===== config.mk =====
export PLATFORM = sky130hd
export DESIGN_NAME = systolic_mac_pe_flat
export DESIGN_NICKNAME = d
export VERILOG_FILES = /design/src/rtl/tpu_pkg.sv /design/src/rtl/systolic_mac_pe_if.sv /design/src/rtl/pe_mul_stage.sv /design/src/rtl/systolic_mac_pe.sv /design/src/flat_wrapper.sv
export SDC_FILE = /design/constraint.sdc
export NUM_CORES = 1
export LEC_CHECK = 0
export ABC_AREA = 1
export CAP_MARGIN = 15
export CORE_ASPECT_RATIO = 2
export CORE_UTILIZATION = 25
export DETAILED_ROUTE_END_ITERATION = 6
export DONT_BUFFER_PORTS = 1
export PLACE_DENSITY = 0.47
export SLEW_MARGIN = 20
export SYNTH_ARGS = -nofsm -noshare
export SYNTH_HDL_FRONTEND = slang
export SYNTH_HIERARCHICAL = 1
export SYNTH_SLANG_ARGS = --single-unit
export TNS_END_PERCENT = 10

===== constraint.sdc =====
create_clock -name clk -period 2 [get_ports clk]
set_clock_uncertainty 0.2 [all_clocks]
set_input_delay 0.1 -clock clk [delete_from_list [all_inputs] [get_ports clk]]
set_output_delay 0.1 -clock clk [all_outputs]
set_load 0.02 [all_outputs]

===== src/rtl/tpu_pkg.sv =====
// Shared types and constants for the systolic array processing elements.
package tpu_pkg;

  typedef enum logic [1:0] {
    IDLE  = 2'd0,
    ACCUM = 2'd1,
    FLUSH = 2'd2
  } pe_state_t;

  // Full-precision product width for a DATA_WIDTH x DATA_WIDTH multiply.
  function automatic int unsigned prod_width(input int unsigned dw);
    return 2 * dw;
  endfunction

  // Largest representable accumulator value (w <= 64), truncated by the caller.
  function automatic logic [63:0] sat_max(input int unsigned w, input bit is_signed);
    logic [63:0] ones;
    ones = '1;
    return is_signed ? (ones >> (65 - w)) : (ones >> (64 - w));
  endfunction

  // Smallest representable accumulator value (w <= 64), truncated by the caller.
  function automatic logic [63:0] sat_min(input int unsigned w, input bit is_signed);
    logic [63:0] ones;
    ones = '1;
    return is_signed ? ~(ones >> (65 - w)) : '0;
  endfunction

endpackage


===== src/rtl/systolic_mac_pe_if.sv =====
// Operand, forwarding and result-drain signals of one systolic PE.
interface systolic_mac_pe_if #(
  parameter int unsigned DATA_WIDTH = 8,
  parameter int unsigned ACC_WIDTH  = 32
) ();
  logic                  en;
  logic                  last;
  logic [DATA_WIDTH-1:0] a_in;
  logic [DATA_WIDTH-1:0] b_in;
  logic                  in_ready;
  logic [DATA_WIDTH-1:0] a_out;
  logic [DATA_WIDTH-1:0] b_out;
  logic                  en_out;
  logic                  last_out;
  logic [ACC_WIDTH-1:0]  acc_out;
  logic                  acc_valid;
  logic                  acc_ready;
  logic                  acc_sat;
  logic                  busy;

  modport slave (
    input  en, last, a_in, b_in, acc_ready,
    output in_ready, a_out, b_out, en_out, last_out, acc_out, acc_valid, acc_sat, busy
  );

  modport master (
    output en, last, a_in, b_in, acc_ready,
    input  in_ready, a_out, b_out, en_out, last_out, acc_out, acc_valid, acc_sat, busy
  );
endinterface


===== src/rtl/pe_mul_stage.sv =====
// Registered sign-aware multiplier (stage 1) with valid/last sideband.
module pe_mul_stage
  import tpu_pkg::*;
#(
  parameter int unsigned DATA_WIDTH = 8,
  parameter int unsigned ACC_WIDTH  = 32,
  parameter int unsigned SIGNED     = 0
) (
  input  logic                  clk,
  input  logic                  rst_n,
  input  logic                  accept_i,
  input  logic                  last_i,
  input  logic [DATA_WIDTH-1:0] a_i,
  input  logic [DATA_WIDTH-1:0] b_i,
  output logic [ACC_WIDTH-1:0]  prod_o,
  output logic                  valid_o,
  output logic                  last_o
);
  localparam int unsigned PW = prod_width(DATA_WIDTH);

  logic [PW-1:0] op_a, op_b, prod_d, prod_q;
  logic          valid_q, last_q;

  // Extend operands to product width; low PW bits are exact for both signednesses.
  always_comb begin
    if (SIGNED != 0) begin
      op_a = PW'($signed(a_i));
      op_b = PW'($signed(b_i));
    end else begin
      op_a = PW'(a_i);
      op_b = PW'(b_i);
    end
    prod_d = op_a * op_b;
  end

  // Capture the product only for accepted pairs; sideband tracks occupancy.
  always_ff @(posedge clk or negedge rst_n) begin
    if (!rst_n) begin
      prod_q  <= '0;
      valid_q <= 1'b0;
      last_q  <= 1'b0;
    end else begin
      if (accept_i) prod_q <= prod_d;
      valid_q <= accept_i;
      last_q  <= accept_i & last_i;
    end
  end

  // Widen the product to accumulator width.
  always_comb begin
    if (SIGNED != 0) prod_o = ACC_WIDTH'($signed(prod_q));
    else             prod_o = ACC_WIDTH'(prod_q);
  end

  assign valid_o = valid_q;
  assign last_o  = last_q;
endmodule


===== src/rtl/systolic_mac_pe.sv =====
// Systolic MAC processing element: 2-stage MAC, neighbour forwarding,
// tile FSM and valid/ready result buffer.
// Optional macro SYSTOLIC_PE_SATURATE_EN: saturating accumulate + acc_sat flag.
module systolic_mac_pe
  import tpu_pkg::*;
#(
  parameter int unsigned DATA_WIDTH = 8,
  parameter int unsigned ACC_WIDTH  = 32,
  parameter int unsigned SIGNED     = 0
) (
  input  logic            clk,
  input  logic            reset,
  systolic_mac_pe_if.slave pe
);
  pe_state_t             state_q;
  logic [ACC_WIDTH-1:0]  acc_q, acc_d, acc_out_q, mul_prod;
  logic                  acc_valid_q, drained_q, mul_valid, mul_last;
  logic [DATA_WIDTH-1:0] a_out_q, b_out_q;
  logic                  en_out_q, last_out_q;
  logic                  in_ready, accept, buf_free, xfer;

  assign in_ready = (state_q != FLUSH);
  assign accept   = pe.en & in_ready;
  assign buf_free = ~acc_valid_q | pe.acc_ready;
  assign xfer     = (state_q == FLUSH) & drained_q & buf_free;

  pe_mul_stage #(
    .DATA_WIDTH(DATA_WIDTH),
    .ACC_WIDTH (ACC_WIDTH),
    .SIGNED    (SIGNED)
  ) u_mul (
    .clk     (clk),
    .rst_n   (reset),
    .accept_i(accept),
    .last_i  (pe.last),
    .a_i     (pe.a_in),
    .b_i     (pe.b_in),
    .prod_o  (mul_prod),
    .valid_o (mul_valid),
    .last_o  (mul_last)
  );

`ifdef SYSTOLIC_PE_SATURATE_EN
  localparam logic [ACC_WIDTH-1:0] SAT_MAX = ACC_WIDTH'(sat_max(ACC_WIDTH, SIGNED != 0));
  localparam logic [ACC_WIDTH-1:0] SAT_MIN = ACC_WIDTH'(sat_min(ACC_WIDTH, SIGNED != 0));

  logic [ACC_WIDTH:0] sum_w;
  logic               sat_d, sat_q, acc_sat_q;

  // Stage-2 sum with one guard bit; clamp on overflow and flag it.
  always_comb begin
    sat_d = 1'b0;
    if (SIGNED != 0) sum_w = {acc_q[ACC_WIDTH-1], acc_q} + {mul_prod[ACC_WIDTH-1], mul_prod};
    else             sum_w = {1'b0, acc_q} + {1'b0, mul_prod};
    acc_d = sum_w[ACC_WIDTH-1:0];
    if (SIGNED != 0) begin
      if (sum_w[ACC_WIDTH] != sum_w[ACC_WIDTH-1]) begin
        sat_d = 1'b1;
        acc_d = sum_w[ACC_WIDTH] ? SAT_MIN : SAT_MAX;
      end
    end else if (sum_w[ACC_WIDTH]) begin
      sat_d = 1'b1;
      acc_d = SAT_MAX;
    end
  end

  // Sticky per-tile saturation flag, handed to the result buffer at transfer.
  always_ff @(posedge clk or negedge reset) begin
    if (!reset) begin
      sat_q     <= 1'b0;
      acc_sat_q <= 1'b0;
    end else if (xfer) begin
      sat_q     <= 1'b0;
      acc_sat_q <= sat_q;
    end else if (mul_valid) begin
      sat_q <= sat_q | sat_d;
    end
  end

  assign pe.acc_sat = acc_sat_q;
`else
  // Stage-2 sum, wrapping modulo 2^ACC_WIDTH.
  always_comb begin
    acc_d = acc_q + mul_prod;
  end

  assign pe.acc_sat = 1'b0;
`endif

  // Accumulator: add each product, clear when the tile result is transferred.
  always_ff @(posedge clk or negedge reset) begin
    if (!reset)         acc_q <= '0;
    else if (xfer)      acc_q <= '0;
    else if (mul_valid) acc_q <= acc_d;
  end

  // Tile FSM and result buffer. drained_q marks that the tile's last product
  // has been accumulated, so FLUSH only transfers a complete sum.
  always_ff @(posedge clk or negedge reset) begin
    if (!reset) begin
      state_q     <= IDLE;
      acc_out_q   <= '0;
      acc_valid_q <= 1'b0;
      drained_q   <= 1'b0;
    end else begin
      if (mul_last) drained_q <= 1'b1;
      if (acc_valid_q && pe.acc_ready) acc_valid_q <= 1'b0;
      case (state_q)
        IDLE:    if (accept) state_q <= pe.last ? FLUSH : ACCUM;
        ACCUM:   if (accept && pe.last) state_q <= FLUSH;
        FLUSH: begin
          if (xfer) begin
            acc_out_q   <= acc_q;
            acc_valid_q <= 1'b1;
            drained_q   <= 1'b0;
            state_q     <= IDLE;
          end
        end
        default: state_q <= IDLE;
      endcase
    end
  end

  // Neighbour forwarding, every cycle regardless of state.
  always_ff @(posedge clk or negedge reset) begin
    if (!reset) begin
      a_out_q    <= '0;
      b_out_q    <= '0;
      en_out_q   <= 1'b0;
      last_out_q <= 1'b0;
    end else begin
      a_out_q    <= pe.a_in;
      b_out_q    <= pe.b_in;
      en_out_q   <= accept;
      last_out_q <= accept & pe.last;
    end
  end

  assign pe.in_ready  = in_ready;
  assign pe.a_out     = a_out_q;
  assign pe.b_out     = b_out_q;
  assign pe.en_out    = en_out_q;
  assign pe.last_out  = last_out_q;
  assign pe.acc_out   = acc_out_q;
  assign pe.acc_valid = acc_valid_q;
  assign pe.busy      = (state_q != IDLE) | acc_valid_q;
endmodule


===== src/flat_wrapper.sv =====
// flat-port wrapper written by rule: the top's interface ports become plain ports
module systolic_mac_pe_flat import tpu_pkg::*;
#(
  parameter int unsigned DATA_WIDTH = 8,
  parameter int unsigned ACC_WIDTH  = 32,
  parameter int unsigned SIGNED     = 0
)
  (clk, reset, pe_en, pe_last, pe_a_in, pe_b_in, pe_acc_ready, pe_in_ready, pe_a_out, pe_b_out, pe_en_out, pe_last_out, pe_acc_out, pe_acc_valid, pe_acc_sat, pe_busy);
  systolic_mac_pe_if #(.DATA_WIDTH(DATA_WIDTH), .ACC_WIDTH(ACC_WIDTH)) pe_i ();
  input  logic clk;
  input  logic reset;
  input wire logic [$bits(pe_i.en)-1:0] pe_en;
  input wire logic [$bits(pe_i.last)-1:0] pe_last;
  input wire logic [$bits(pe_i.a_in)-1:0] pe_a_in;
  input wire logic [$bits(pe_i.b_in)-1:0] pe_b_in;
  input wire logic [$bits(pe_i.acc_ready)-1:0] pe_acc_ready;
  output wire logic [$bits(pe_i.in_ready)-1:0] pe_in_ready;
  output wire logic [$bits(pe_i.a_out)-1:0] pe_a_out;
  output wire logic [$bits(pe_i.b_out)-1:0] pe_b_out;
  output wire logic [$bits(pe_i.en_out)-1:0] pe_en_out;
  output wire logic [$bits(pe_i.last_out)-1:0] pe_last_out;
  output wire logic [$bits(pe_i.acc_out)-1:0] pe_acc_out;
  output wire logic [$bits(pe_i.acc_valid)-1:0] pe_acc_valid;
  output wire logic [$bits(pe_i.acc_sat)-1:0] pe_acc_sat;
  output wire logic [$bits(pe_i.busy)-1:0] pe_busy;
  assign pe_i.en = pe_en;
  assign pe_i.last = pe_last;
  assign pe_i.a_in = pe_a_in;
  assign pe_i.b_in = pe_b_in;
  assign pe_i.acc_ready = pe_acc_ready;
  assign pe_in_ready = pe_i.in_ready;
  assign pe_a_out = pe_i.a_out;
  assign pe_b_out = pe_i.b_out;
  assign pe_en_out = pe_i.en_out;
  assign pe_last_out = pe_i.last_out;
  assign pe_acc_out = pe_i.acc_out;
  assign pe_acc_valid = pe_i.acc_valid;
  assign pe_acc_sat = pe_i.acc_sat;
  assign pe_busy = pe_i.busy;
  systolic_mac_pe #(.DATA_WIDTH(DATA_WIDTH), .ACC_WIDTH(ACC_WIDTH), .SIGNED(SIGNED)) u_core (.clk(clk), .reset(reset), .pe(pe_i));
endmodule

==> impl_metrics.toml <==
[logic_synthesis]
synth_area_leaders = "dfrtp_1, nand2_1, inv_1"
synth_async_sr_flop_share = 1.00
ys_warn_count = 6
syn_inst = 1238
synth_cell_type_count = 37
yosysTopAreaCell = "dfrtp_1"
synth-seq-cells = 104
synth-main-ff-cell = "dfrtp_1"
ys_seq_area_frac = 0.305
synth_edf_count = 0
yosysTopAreaCellShare = 0.305
avgSynthCellArea_um2 = 6.89
syn-cell-area_um2 = 8530

[critical_path]
timing.rr.end = "u_core/acc_q[24]$_DFFE_PN0P_"
worstPathMaxFanout = 9
timing.rr.start = "u_core/u_mul/prod_q[0]$_DFFE_PN0P_"
worstSetupPathType = "primary input to flop"
startpoint_type = "primary input"
rr_worst_depth = 12
crit_required_ns = 2.07
endpoint_kind = "flop"
reg2reg_slack_ns = -0.14
arrival_ns = 3.18

[grt]
grt_pass1_wl_um = 40000
grt_max_degree = 105
grtUsageTotal = 0.153
first_global_vias = 7840
antenna_found_initial = 0
overflow = 0

[cells_and_area]
drive_gt1_frac = 0.181
diodes = 0
final_nets = 1448
syn_to_final_growth_pct = 24.8
final_area_um2 = 10700

[power_and_ir_drop]
p_per_area_nw_per_um2 = 1410
leakage_nw = 6.01
vdd_drop_max_mv = 0.576
switching_share = 0.486
p_switching_w = 0.00729
power_frac_seq = 0.256
clkPwrFrac = 0.122
p_int_w = 0.00770
pwr-share-comb = 0.622

[detailed_routing]
antenna_left = 0
dr.pass1.iters = 4
drc = 0
via_count = 7437
vias_per_cell = 4.22
drt_iter0_drc = 300
wire_per_inst_um = 14.4
wl_um = 25300

[clock_tree]
clock_latency_ns = 0.38
clock-sinks = 104
clkTransAtPathRegs_ns = 0.08
htreeDepth = 3
cts_tree = "done"
cts_root_buf = "clkbuf_16"
cts_setup_buffers = 0
cts_buffers = 9
cts_max_path_buffers = 2

[timing]
fmax_mhz = 322
fin_ws_ns = -1.11
maxSlewHeadroom = 0.658
hold_violations = 105
slew_viol_final = 0
holdWs_ns = -0.788
worstMarginPinSlew_ns = 0.512
period_minus_slack_ns = 3.11
rsz0062_at_grt = "true"
fin_crit_sh = 1.55
setup_violations = 22

[placed_design]
place.gp.congestion = 0.869
io_buffer_count = 0
hpwl_um = 20100
placed_cell_area_um2 = 9590
pre_cts_slack_ns = -1.57

[die]
start_util = 0.254
fp.dieArea_um2 = 34900
io_pins = 75
die_x_um = 133
row_count = 95
die_height_um = 263
design.core.area_um2 = 33600

[flow_run]
cap_violations = 0

[min_path]
hold_path_class = "primary input to asynchronous set/reset pin"

[run_status]
outcome = "finished with violations"
violations = "hold timing, setup timing"
-- synthesized netlist by cell type (2+ instances only) --
master and n:
inv_1 258, nand3_1 52, o21ai_1 13, nand4_1 8, o21bai_1 3, and2_1 2
nand3_2 4, nor2_2 5, nor2_1 50, nand2_1 466, xnor2_1 6, ha_1 67
conb_1 2, o22ai_1 4, dfrtp_1 104, fa_1 37, clkbuf_1 22, o21ai_0 40
a21oi_1 37, nand2_2 9, buf_4 19, nor3_1 8, inv_2 5, buf_2 4
-- registers in the layout (all words and copies together) (netlist names), 2 cells and up --
name / count
u_core/pe.a_out: 8
u_core/pe.b_out: 8
u_core/state_q: 2
u_core/u_mul/prod_q: 16
u_core/acc_q: 32
u_core/pe.acc_out: 32
-- cell usage in the layout (no fill, tap or decap), drive strengths merged --
| master | netlist | routed |
|---|---|---|
| o21bai | 3 | 3 |
| clkinv | 0 | 1 |
| dlymetal6s4s | 0 | 2 |
| nand2 | 475 | 475 |
| a32o | 1 | 1 |
| xnor2 | 6 | 6 |
| nand3b | 1 | 1 |
| and2 | 2 | 2 |
| nand3 | 57 | 57 |
| dlygate4sd3 | 0 | 19 |
| o22ai | 5 | 5 |
| xor2 | 1 | 1 |
| nand4 | 8 | 8 |
| nor3 | 8 | 8 |
| buf | 24 | 84 |
| conb | 2 | 17 |
| o21ai | 53 | 53 |
| clkbuf | 22 | 10 |
| inv | 264 | 269 |
| a31oi | 1 | 1 |
| a21o | 1 | 1 |
| fa | 37 | 37 |
| a21oi | 37 | 37 |
| dfrtp | 104 | 104 |
| nor2 | 57 | 57 |
| or2 | 2 | 2 |
| ha | 67 | 67 |
-- stage by stage --
stage / instances / total power (W) / hold WS (ns) / util / TNS (ns)
floorplan: 1253 / 0.00908 / -0.396 / - / -16.85
global placement: 1727 / 0.0120 / -0.389 / 0.285 / -21.25
detailed placement: 1727 / 0.0121 / -0.389 / 0.285 / -21.91
CTS: 1761 / 0.0148 / -0.818 / 0.310 / -12.10
global route: 1764 / 0.0165 / -0.813 / 0.317 / -15.63
finish: 1764 / 0.0150 / -0.788 / 0.317 / -11.34
-- worst max-delay path, cell delays in order --
cell and delay, ns:
nand2_8 0.05, inv_4 0.03, fa_1 0.53, inv_1 0.05, fa_1 0.47, inv_1 0.04, fa_1 0.49, inv_2 0.04
fa_1 0.49, inv_2 0.05, ha_4 0.31, nand2_4 0.08, inv_4 0.07, nand2_4 0.06, nor2_4 0.07, nand2_2 0.05
nand3_2 0.05, nand2_1 0.05, nand3_1 0.06, nand2_1 0.05
-- power groups by stage --
stage,combinational (W),sequential [W],clock [W]
2_1_floorplan,0.00549,0.00360,0
3_3_place_gp,0.00821,0.00379,0
3_5_place_dp,0.00827,0.00381,0
4_1_cts,0.00903,0.00384,0.00194
5_1_grt,0.0106,0.00395,0.00199
6_report,0.00932,0.00384,0.00183
-- repair_timing --
item | CTS | global route
endpoints found under the hold margin | 137 | 107
hold buffers | 18 | 3
pin swaps | 43 | 8
endpoints found under the setup margin | 39 | 40
gates resized for setup | 84 | 52
-- cell families (layout without fill, tap and decap cells) --
group | Yosys count | after routing | share of synthesized area
buffers and inverters | 310 | 385 | 0.146
other | 2 | 17 | 0.000880
flip-flops | 104 | 104 | 0.305
XOR/XNOR | 7 | 7 | 0.00718
AO/OA/AOI/OAI | 101 | 101 | 0.0626
adder cells (fa/ha/maj) | 104 | 104 | 0.185
AND/OR/NAND/NOR | 610 | 610 | 0.293
-- layout make-up --
type | instances | area, um^2
multi-input combinational | 839 | 5350
tap | 436 | 546
clock inverter | 6 | 57.6
fill | 3689 | 23000
timing repair buffer | 105 | 862
inverter | 264 | 1000
clock buffer | 10 | 229
sequential | 104 | 2610
-- per-layer routing --
layer,GRT usage,share of wire,vias to the layer above
met2,0.326,0.61,111
met4,0.0820,0.049,0
met5,0,0,-
met1,0.127,0.32,3432
met3,0.0246,0.022,48
li1,-,-,3846
-- how the worst max path moves through the flow --
stage	start	to	slack [ns]	cells after the start
global placement	pe_b_in[4]	u_core/u_mul/prod_q[11]$_DFFE_PN0P_	-1.57	16
floorplan	pe_b_in[4]	u_core/u_mul/prod_q[14]$_DFFE_PN0P_	-1.53	21
finish	pe_b_in[4]	u_core/u_mul/prod_q[15]$_DFFE_PN0P_	-1.11	20
detailed placement	pe_b_in[4]	u_core/u_mul/prod_q[11]$_DFFE_PN0P_	-1.57	16
CTS	pe_b_in[4]	u_core/u_mul/prod_q[14]$_DFFE_PN0P_	-1.10	20
global route	pe_b_in[4]	u_core/u_mul/prod_q[12]$_DFFE_PN0P_	-1.25	20
Note: power is estimated with default switching activity, not from simulation.
